==> config.mk <==
export PLATFORM = sky130hd
export DESIGN_NAME = frame_buffer_clearer_flat
export DESIGN_NICKNAME = d
export VERILOG_FILES = /design/src/rtl/frame_buffer_clearer_if.sv /design/src/rtl/frame_buffer_clearer.sv /design/src/flat_wrapper.sv
export SDC_FILE = /design/constraint.sdc
export NUM_CORES = 1
export LEC_CHECK = 0
export ABC_AREA = 0
export BUFFER_PORTS_ARGS = -buffer_cell sky130_fd_sc_hd__clkbuf_2
export CAP_MARGIN = 20
export CORE_MARGIN = 8
export CORE_UTILIZATION = 49
export DETAILED_ROUTE_END_ITERATION = 8
export GPL_ROUTABILITY_DRIVEN = 0
export HOLD_SLACK_MARGIN = 0.08
export PLACE_DENSITY = 0.78
export SKIP_CTS_REPAIR_TIMING = 1
export SLEW_MARGIN = 20
export SYNTH_ARGS = -nofsm -noshare
export SYNTH_HDL_FRONTEND = slang
export SYNTH_SLANG_ARGS = --single-unit
==> constraint.sdc <==
create_clock -name clock -period 3.6 [get_ports clock]
set_clock_uncertainty 0.2 [all_clocks]
set_input_delay 0.18 -clock clock [delete_from_list [all_inputs] [get_ports clock]]
set_output_delay 0.18 -clock clock [all_outputs]
set_load 0.05 [all_outputs]
==> src/rtl/frame_buffer_clearer_if.sv <==
// Avalon-MM burst-write bus between the frame buffer clearer and an SDRAM port.
interface frame_buffer_clearer_if;
    logic [28:0] address;
    logic [7:0]  burstcount;
    logic        waitrequest;
    logic [63:0] writedata;
    logic [7:0]  byteenable;
    logic        write;

    modport master (
        output address,
        output burstcount,
        input  waitrequest,
        output writedata,
        output byteenable,
        output write
    );

    modport slave (
        input  address,
        input  burstcount,
        output waitrequest,
        input  writedata,
        input  byteenable,
        input  write
    );
endinterface

==> src/rtl/frame_buffer_clearer.sv <==
// Frame buffer clearer: Avalon-MM burst-write master that fills one frame
// buffer with a constant 32-bit colour, then pulses done.
module frame_buffer_clearer #(
    parameter logic [29:0] ADDRESS      = 30'h3800_0000,
    parameter int unsigned LENGTH       = 1536000,
    parameter int unsigned BURST_LENGTH = 16
) (
    input  logic                   clock,
    input  logic                   reset,
    input  logic                   start,
    input  logic                   buffer_index,
    input  logic [31:0]            color,
    input  logic                   abort,
    output logic                   busy,
    output logic                   done,
    output logic [31:0]            debug_value0,
    frame_buffer_clearer_if.master avm
);

    localparam int unsigned TOTAL_WORDS  = LENGTH / 8;
    localparam int unsigned TOTAL_BURSTS = TOTAL_WORDS / BURST_LENGTH;

    // Base word addresses computed at full width before truncation to 29 bits.
    localparam logic [63:0] BASE_BYTE0 = 64'(ADDRESS);
    localparam logic [63:0] BASE_BYTE1 = 64'(ADDRESS) + 64'(LENGTH);
    localparam logic [28:0] BASE_WORD0 = 29'(BASE_BYTE0 >> 3);
    localparam logic [28:0] BASE_WORD1 = 29'(BASE_BYTE1 >> 3);

    localparam logic [7:0]  BURST_CNT  = 8'(BURST_LENGTH);
    localparam logic [6:0]  LAST_BEAT  = 7'(BURST_LENGTH - 1);
    localparam logic [31:0] LAST_BURST = 32'(TOTAL_BURSTS - 1);
    localparam logic [28:0] ADDR_STEP  = 29'(BURST_LENGTH);

    typedef enum logic {
        IDLE,
        BURST
    } state_t;

    state_t      state_q, state_d;
    logic [28:0] addr_q, addr_d;
    logic [63:0] wdata_q, wdata_d;
    logic [6:0]  beat_q, beat_d;
    logic [31:0] burst_q, burst_d;
    logic [31:0] dbg_q, dbg_d;
    logic        write_q, write_d;
    logic        busy_q, busy_d;
    logic        done_q, done_d;

    logic        beat_accepted;

    assign beat_accepted = write_q && !avm.waitrequest;

    // State and registered outputs; reset forces an idle bus immediately.
    always_ff @(posedge clock or posedge reset) begin
        if (reset) begin
            state_q <= IDLE;
            addr_q  <= '0;
            wdata_q <= '0;
            beat_q  <= '0;
            burst_q <= '0;
            dbg_q   <= '0;
            write_q <= 1'b0;
            busy_q  <= 1'b0;
            done_q  <= 1'b0;
        end else begin
            state_q <= state_d;
            addr_q  <= addr_d;
            wdata_q <= wdata_d;
            beat_q  <= beat_d;
            burst_q <= burst_d;
            dbg_q   <= dbg_d;
            write_q <= write_d;
            busy_q  <= busy_d;
            done_q  <= done_d;
        end
    end

    // Next-state logic: latch on start, advance per accepted beat, and only
    // consider abort at a burst boundary so bursts are never truncated.
    always_comb begin
        state_d = state_q;
        addr_d  = addr_q;
        wdata_d = wdata_q;
        beat_d  = beat_q;
        burst_d = burst_q;
        dbg_d   = dbg_q;
        write_d = write_q;
        busy_d  = busy_q;
        done_d  = 1'b0;

        unique case (state_q)
            IDLE: begin
                if (start) begin
                    wdata_d = {color, color};
                    addr_d  = buffer_index ? BASE_WORD1 : BASE_WORD0;
                    beat_d  = '0;
                    burst_d = '0;
                    dbg_d   = '0;
                    write_d = 1'b1;
                    busy_d  = 1'b1;
                    state_d = BURST;
                end
            end
            BURST: begin
                if (beat_accepted) begin
                    if (beat_q == LAST_BEAT) begin
                        beat_d  = '0;
                        burst_d = burst_q + 32'd1;
                        dbg_d   = dbg_q + 32'd1;
                        if ((burst_q == LAST_BURST) || abort) begin
                            write_d = 1'b0;
                            busy_d  = 1'b0;
                            done_d  = 1'b1;
                            state_d = IDLE;
                        end else begin
                            addr_d = addr_q + ADDR_STEP;
                        end
                    end else begin
                        beat_d = beat_q + 7'd1;
                    end
                end
            end
            default: state_d = IDLE;
        endcase
    end

    assign avm.address    = addr_q;
    assign avm.burstcount = BURST_CNT;
    assign avm.writedata  = wdata_q;
    assign avm.byteenable = 8'hFF;
    assign avm.write      = write_q;

    assign busy         = busy_q;
    assign done         = done_q;
    assign debug_value0 = dbg_q;

endmodule
==> src/flat_wrapper.sv <==
// flat-port wrapper written by rule: the top's interface ports become plain ports
module frame_buffer_clearer_flat 
#(
    parameter logic [29:0] ADDRESS      = 30'h3800_0000,
    parameter int unsigned LENGTH       = 1536000,
    parameter int unsigned BURST_LENGTH = 16
)
  (clock, reset, start, buffer_index, color, abort, busy, done, debug_value0, avm_address, avm_burstcount, avm_waitrequest, avm_writedata, avm_byteenable, avm_write);
  frame_buffer_clearer_if avm_i ();
  input  logic clock;
  input  logic reset;
  input  logic start;
  input  logic buffer_index;
  input  logic [31:0] color;
  input  logic abort;
  output logic busy;
  output logic done;
  output logic [31:0] debug_value0;
  output wire logic [$bits(avm_i.address)-1:0] avm_address;
  output wire logic [$bits(avm_i.burstcount)-1:0] avm_burstcount;
  input wire logic [$bits(avm_i.waitrequest)-1:0] avm_waitrequest;
  output wire logic [$bits(avm_i.writedata)-1:0] avm_writedata;
  output wire logic [$bits(avm_i.byteenable)-1:0] avm_byteenable;
  output wire logic [$bits(avm_i.write)-1:0] avm_write;
  assign avm_address = avm_i.address;
  assign avm_burstcount = avm_i.burstcount;
  assign avm_i.waitrequest = avm_waitrequest;
  assign avm_writedata = avm_i.writedata;
  assign avm_byteenable = avm_i.byteenable;
  assign avm_write = avm_i.write;
  frame_buffer_clearer #(.ADDRESS(ADDRESS), .LENGTH(LENGTH), .BURST_LENGTH(BURST_LENGTH)) u_core (.clock(clock), .reset(reset), .start(start), .buffer_index(buffer_index), .color(color), .abort(abort), .busy(busy), .done(done), .debug_value0(debug_value0), .avm(avm_i));
endmodule
==> summary.md, run 1 <==
| Metric | Value |
|---|---|
| Outcome | `finished clean` |
| CORE AREA | `14,420 sq um` |
| Final setup viols | `0` |
| Class of the most critical setup path | `reg2reg` |
| Asr flop ratio synth | `1.000` |
| Total negative slack | `0 ps` |
| Unrepaired setup endpoints after global routing | `no` |
| Final-layout fill cell count | `roughly 1.2k` |
| Global route hottest layer | `met2` |
| Post-Synthesis Cells | `between 800 and 900` |
| CTS buffer count | `17` |
| Sequential share of the synthesized area | `0.4581` |
| Hold Path Class | `in2reg` |
| Vias post-DR | `around 6.3k` |
| Die Area | `approximately 19,000 sq um` |
| Post-Syn Area | `7156 sq um` |
| Most frequent cells in the layout | `clkbuf_2, nand2_1, dfrtp_1` |
| Layout cells sized above 1 | `0.2287` |
| N_diodes | `0` |
| Fin. Hold Viols | `0` |
| Hold depth | `4` |
| Commonest non-fill, non-tap cell in the layout | `clkbuf_2` |
| Final #Nets | `~1k` |
| Global route total overflow | `0` |
| Number of global-route vias before repair | `about 5.9k` |
| CP Launch Type | `flip-flop` |
| Row cnt | `44` |
| Top cells by area, synth | `dfrtp_1, nand2_1, buf_4` |
| VDD IR max | `0.3091 mV` |
| Synth warn | `0` |
| Worst skew pair latency | `between 400 and 500 ps` |
| Die width | `136.8 um` |
| ANT nets after route | `0` |
| GRT met1 Usage | `0.2623` |
| Crit share post-route | `0.8151` |
| Initial antenna violation count | `0` |
| Synth area leader | `dfrtp_1` |
| Syn Area/Cell | `between 8 and 9 sq um` |
| Pleak | `approximately 4.2 nW` |
| Max-slew headroom | `0.3175` |
| #FFs+latches synth | `between 100 and 150` |
| Post-Place Worst Slack | `between 600 and 700 ps` |
| Worst slew pin tran | `1024 ps` |
| Synth top area share | `0.4581` |
| Arrival @ worst endpoint | `about 3000 ps` |
| Vias per cell | `between 5 and 6` |
| Max-cap violations | `0` |
| Die Y | `approximately 140 um` |
| CP max FO | `11` |
| H-tree lvl count | `4` |
| TritonRoute pass-1 iters | `5` |
| Highest clock rate | `0.3408 GHz` |
| Cell Pwr Density | `531.3 nW/um^2` |
| Worst-path clk slew | `approximately 60 ps` |
| Critical Path RT | `about 3700 ps` |
| Final worst slack | `around 670 ps` |
| Area Overhead vs Synth | `23.80%` |
| Clock period minus worst slack | `just under 3000 ps` |
| Global Route met2 Usage | `0.3086` |
| Met3 Use GR | `0.03818` |
| 1st-iter DRT viols | `between 600 and 700` |
| Ys flop type | `dfrtp_1` |
| First-pass GRT wire length | `slightly below 30,000 um` |
| Synth unique cells | `between 60 and 70` |
| Critical Path Sink Type | `flip-flop` |
| Post-synth EDFFs | `0` |
| Multi-input logic area | `~3400 sq um` |
| Io pins | `182` |
| Detailed-route wire length | `about 18,000 um` |
| Initial Util | `0.4961` |
| Average wire per standard cell | `between 15 and 20 um` |
| Fin. max-slew vios | `0` |
| Max Buffers Root-to-Sink | `2` |
| Total track usage | `0.1950` |
| CTS root buffer | `clkbuf_16` |
| Post-DP HPWL | `12,270 um` |
| Buffers on Ports | `about 160` |
| CTS Sinks | `131` |
| Worst R2R Path Depth | `5` |
| CTS tree | `done` |
| DRC Markers | `0` |
| Register Area | `roughly 3300 sq um` |
| Largest net degree at the start of global routing | `132` |
## power breakdown
group / leakage, nW / switching [W] / internal (W)
Combinational: 2.18 / 0.000818 / 0.000258
Clock: 0.319 / 0.000646 / 0.00126
Sequential: 1.69 / 0.000129 / 0.00159
## cells in the mapped netlist, types with 8 or more instances
| cell | number |
|---|---|
| nand2_1 | 148 |
| dfrtp_1 | 131 |
| nor2_1 | 64 |
| buf_4 | 53 |
| nand3_1 | 47 |
| nand4_1 | 30 |
| xnor2_1 | 29 |
| clkbuf_1 | 28 |
| o21ai_0 | 26 |
| a21oi_1 | 21 |
| nor4_1 | 21 |
| inv_1 | 18 |
| nor3_1 | 16 |
| xor2_1 | 15 |
| and3_1 | 14 |
| nand2b_1 | 11 |
| and4_1 | 10 |
| or3_1 | 9 |
| o211ai_1 | 8 |
## critical path, stage by stage, from the launching register on
cell	delay [ps]
dfrtp_1	380
ha_1	210
or4b_1	610
o41a_1	580
or2_1	440
a221o_1	390
## flip-flops by register name, indices dropped and copies added (netlist names)
register / cells
u_core.avm.writedata: 32
u_core.burst_q: 32
u_core.debug_value0: 32
u_core.avm.address: 25
u_core.beat_q: 7
u_core.avm.write: 1
u_core.done: 1
u_core.state_q: 1
## through the flow
| step | util | total power (W) | cell area [sq um] | instances | hold slack [ps] |
|---|---|---|---|---|---|
| after global routing | 0.6142 | 0.004910 | 8859 | 1159 | 205.6 |
| final | 0.6142 | 0.004707 | 8859 | 1159 | 172.2 |
| after CTS | 0.5892 | 0.004708 | 8498 | 1123 | -264.3 |
| after detailed placement | 0.5435 | 0.002791 | 7839 | 1091 | 172.7 |
| after global placement | 0.5435 | 0.002778 | 7839 | 1091 | 169.8 |
| after floorplan | - | 0.002619 | 7227 | 825 | 85.44 |
## final timing paths
check / startpoint / to / slack, ps
worst min-delay path: avm_waitrequest / u_core.beat_q[1] / 170
worst max register to register: u_core.beat_q[0] / u_core.avm.address[28] / 670
worst min register to register: u_core.avm.writedata[34] / u_core.avm.writedata[34] / 290
max in group asynchronous: reset / u_core.avm.address[6] / 2340
worst max-delay path: u_core.beat_q[0] / u_core.avm.address[28] / 670
min in group asynchronous: reset / u_core.avm.address[4] / 240
## cell families after synthesis
family / share of synthesized area
AO/OA/AOI/OAI: 0.09530
XOR/XNOR: 0.05386
adder cells (fa/ha/maj): 0.006995
buffers and inverters: 0.08620
flip-flops: 0.4581
multiplexers: 0.01014
other: 0.001050
AND/OR/NAND/NOR: 0.2883
## cell type report
class	count	area share
well taps	184	0.02599
flip-flops and latches	131	0.3701
inverters	18	0.008051
repair buffers	208	0.1424
clock buffers	19	0.05113
multi-input cells	586	0.3791
clock inverters	13	0.02331
## layer usage
layer | wire length [um] | part of all wire
met1 | 7830 | 0.43
met2 | 9293 | 0.50
met3 | 1070 | 0.058
met4 | 222 | 0.012
met5 | 0 | 0
(Power assumes the default switching activity.)
==> run 2, diff against run 1 <==
--- a/config.mk
+++ b/config.mk
@@ -5,15 +5,15 @@
 export SDC_FILE = /design/constraint.sdc
 export NUM_CORES = 1
 export LEC_CHECK = 0
-export ABC_AREA = 0
+export ABC_AREA = 1
 export BUFFER_PORTS_ARGS = -buffer_cell sky130_fd_sc_hd__clkbuf_2
 export CAP_MARGIN = 20
 export CORE_MARGIN = 8
-export CORE_UTILIZATION = 49
+export CORE_UTILIZATION = 50
 export DETAILED_ROUTE_END_ITERATION = 8
 export GPL_ROUTABILITY_DRIVEN = 0
 export HOLD_SLACK_MARGIN = 0.08
-export PLACE_DENSITY = 0.78
+export PLACE_DENSITY = 0.75
 export SKIP_CTS_REPAIR_TIMING = 1
 export SLEW_MARGIN = 20
 export SYNTH_ARGS = -nofsm -noshare
==> constraint.sdc (replaced) <==
create_clock -name clock -period 2.9 [get_ports clock]
set_clock_uncertainty 0.2 [all_clocks]
set_input_delay 0.145 -clock clock [delete_from_list [all_inputs] [get_ports clock]]
set_output_delay 0.145 -clock clock [all_outputs]
set_load 0.05 [all_outputs]
==> run 2 against run 1 <==
  * Total power increased by 88%
  * Via count increased by 25%
  * Flip-flop and latch count stayed put
  * Area after synthesis grew 14%
  * Setup slack got worse by 120 ps
  * Critical path depth rose by 4
  * Utilization shrank 0.22 points
  * Sequential power is 66% higher
  * Largest power group is now combinational logic
==> summary.md, run 2 <==
| Metric | Value |
|---|---|
| Outcome | `finished clean` |
| VDD IR max | `0.9656 mV (+210%)` |
| Fin. max-slew vios | `0 (unchanged)` |
| Vias post-DR | `7,948 (+25%)` |
| Vias per cell | `5.072 (-7.2%)` |
| Layout cells sized above 1 | `0.1799 (-0.04885)` |
| Sequential Power Share | `0.322 (-0.044)` |
| First-pass GRT wire length | `36,510 um (+23%)` |
| Post-Place Worst Slack | `642.3 ps (-55.25 ps)` |
| Largest net degree at the start of global routing | `132 (unchanged)` |
| Psw | `0.004590 W (+190%)` |
| Most frequent cells in the layout | `nand2_1, clkbuf_2, nor2_1` |
| Initial Util | `0.5132 (+0.01706)` |
| N_diodes | `0 (unchanged)` |
| Critical Path RT | `3010 ps (-690 ps)` |
| Max-cap violations | `0 (unchanged)` |
| Hold Path Class | `in2reg` |
| Dpl cells | `1,497 (+37%)` |
| RR Startpoint | `u_core.burst_q[0]` |
| Total negative slack | `0 ps (unchanged)` |
| CTS Sinks | `131 (unchanged)` |
| Highest clock rate | `0.4248 GHz (+25%)` |
| TritonRoute pass-1 iters | `5 (unchanged)` |
| Buffers on Ports | `161 (unchanged)` |
| Die Area | `20,650 sq um (+10%)` |
| 1st-iter DRT viols | `645 (+6.3%)` |
| Post-Synthesis Cells | `1,176 (+46%)` |
| Non-Filler Instances | `1,567 (+35%)` |
| Arrival @ worst endpoint | `2460 ps (-570 ps)` |
| Synth area leader | `dfrtp_1` |
| Commonest non-fill, non-tap cell in the layout | `nand2_1` |
| Crit share post-route | `0.8117 (-0.003351)` |
| #FFs+latches synth | `131 (unchanged)` |
| CP max stage cell | `dlygate4sd3_1` |
| CTS tree | `done` |
| CTS root buffer | `clkbuf_16` |
| Top cells by instance count after synthesis | `nand2_1, nor2_1, dfrtp_1` |
| Worst-path clk slew | `70 ps (about the same)` |
| Most frequent cell after synthesis | `nand2_1` |
| Clock period minus worst slack | `2354 ps (-580.3 ps)` |
| Final #Nets | `1,380 (+37%)` |
| CTS buffer count | `17 (unchanged)` |
| Hold depth | `4 (unchanged)` |
| Post-DP HPWL | `16,180 um (+32%)` |
| Final worst slack | `545.9 ps (-119.7 ps)` |
| Detailed-route wire length | `22,660 um (+23%)` |
| Crit Reg-Reg Endpoint | `u_core.state_q` |
| Cell Pwr Density | `911.9 nW/um^2 (+72%)` |
| Worst slew pin tran | `701.2 ps (-322.5 ps)` |
| Max-slew headroom | `0.5325 (+0.2150)` |
| Top cells by area, synth | `dfrtp_1, nand2_1, nor2_1` |
| Critical Path Sink Type | `flip-flop` |
| Die Y | `143.7 um (+5.0%)` |
| Fin. Hold Viols | `0 (unchanged)` |
| Number of global-route vias before repair | `7,555 (+27%)` |
| Syn Area/Cell | `6.932 sq um (-22%)` |
| DP Area | `8783 sq um (+12%)` |
| Final setup viols | `0 (unchanged)` |
| Initial antenna violation count | `0 (unchanged)` |
| Synth warn | `0 (unchanged)` |
| CP max FO | `7 (-4)` |
| Io pins | `182 (unchanged)` |
| CP most frequent cell | `nand2_2` |
| CP Launch Type | `flip-flop` |
| Global route total overflow | `0 (unchanged)` |
| Post-Syn Area | `8152 sq um (+14%)` |
| Ys flop type | `dfrtp_1` |
| Row cnt | `46 (+4.5%)` |
| Cell-internal power | `0.004274 W (+37%)` |
| Clock power share | `0.231 (-0.175)` |
| ANT nets after route | `0 (unchanged)` |
| CP cell instances | `ha_1, nand2_2, nor2_8, nand3_2, nor2_2, nand2_2, a21oi_1, nor2_1, dlygate4sd3_1` |
| Synth unique cells | `46 (-28%)` |
| Synth top area share | `0.4021 (-0.05597)` |
| Worst R2R Path Depth | `9 (+4)` |
| Worst Hold End | `u_core.avm.writedata[45]` |
| HP Start | `color[13]` |
| Max Buffers Root-to-Sink | `2 (unchanged)` |
| Hold_ws | `242.9 ps (+70.71 ps)` |
| Average wire per standard cell | `14.46 um (-9.0%)` |
| CP bufs+invs | `1 (+1)` |
| Class of the most critical setup path | `reg2reg` |
| Sequential share of the synthesized area | `0.4021 (-0.05597)` |
| Worst skew pair latency | `430 ps (about the same)` |
| CP top delay family | `simple AND/OR/NAND/NOR gates` |
| Final-layout fill cell count | `1,400 (+13%)` |
| DRC Markers | `0 (unchanged)` |
| Asr flop ratio synth | `1.000 (unchanged)` |
| Pleak | `4.932 nW (+18%)` |
| Switch share | `0.5178 (+0.1792)` |
| Unrepaired setup endpoints after global routing | `no` |
| Die width | `143.7 um (+5.0%)` |
| Design area | `9721 sq um (+9.7%)` |
| H-tree lvl count | `4 (unchanged)` |
| CORE AREA | `15,890 sq um (+10%)` |
| CP max stage delay | `550 ps (-60 ps)` |
| Area Overhead vs Synth | `19.25%` |
| Total track usage | `0.2202 (+0.02522)` |
| Worst R2R Setup Slack | `550 ps (-120 ps)` |
| Comb power frac | `0.446 (+0.217)` |
| Post-synth EDFFs | `0 (unchanged)` |
==> run 2: cell types whose count changed after synthesis, sizes merged, moves of 20 or more <==
cell	before	now
nand2	148	464
clkbuf	28	8
inv	18	106
nor2	64	152
nor4	22	1
nand3	47	70
xnor2	29	3
==> run 2: kinds of logic after synthesis <==
family                   after synthesis  synth area share
AO/OA/AOI/OAI                         82           0.05541
XOR/XNOR                              11           0.01182
adder cells (fa/ha/maj)                4          0.006140
buffers and inverters                190            0.1219
flip-flops                           131            0.4021
other                                  2         0.0009213
AND/OR/NAND/NOR                      756            0.4017
==> run 2: worst max path at each step <==
stage,startpoint,end,slack (ps),cells after the start
5_1_grt,u_core.beat_q[0],u_core.burst_q[12],390,9
6_report,u_core.burst_q[0],u_core.state_q,550,9
3_3_place_gp,u_core.beat_q[0],u_core.avm.address[17],730,9
3_5_place_dp,u_core.beat_q[0],u_core.burst_q[13],640,9
4_1_cts,u_core.beat_q[0],u_core.burst_q[13],660,9
2_1_floorplan,u_core.debug_value0[1],u_core.debug_value0[24],850,8
==> run 2: cell type report <==
type / count / area (sq um) / area share
multi-input combinational: 873 / 3948 / 0.4061
sequential: 131 / 3278 / 0.3372
timing repair buffer: 207 / 1259 / 0.1295
clock buffer: 18 / 439.2 / 0.04518
inverter: 108 / 409.1 / 0.04209
tap: 216 / 270.3 / 0.02780
clock inverter: 14 / 117.6 / 0.01210
==> run 2: layer usage <==
metal | wire length [um] | track usage
met5 | 0 | 0
met4 | 325 | 0.06641
met3 | 1625 | 0.05674
met2 | 10720 | 0.3568
met1 | 9987 | 0.2835
==> run 2: per-stage QoR <==
step	total power, W	utilization
after floorplan	0.006135	-
after global placement	0.006740	0.5529
after detailed placement	0.006780	0.5529
after CTS	0.008848	0.5880
after global routing	0.009315	0.6119
final	0.008864	0.6119
==> run 2: worst register-to-register path: stages, from the launching register on <==
cell           delay [ps]
dfrtp_1               400
ha_1                  240
nand2_2               120
nor2_8                140
nand3_2                80
nor2_2                120
nand2_2                90
a21oi_1               230
nor2_1                 60
dlygate4sd3_1         550
==> run 2: power by group through the flow <==
| stage | registers [W] | logic [W] | clock network [W] |
|---|---|---|---|
| 2_1_floorplan | 0.00399 | 0.00215 | 0 |
| 3_3_place_gp | 0.00286 | 0.00388 | 0 |
| 3_5_place_dp | 0.00285 | 0.00393 | 0 |
| 4_1_cts | 0.00284 | 0.00393 | 0.00207 |
| 5_1_grt | 0.00293 | 0.00422 | 0.00217 |
| 6_report | 0.00285 | 0.00396 | 0.00205 |
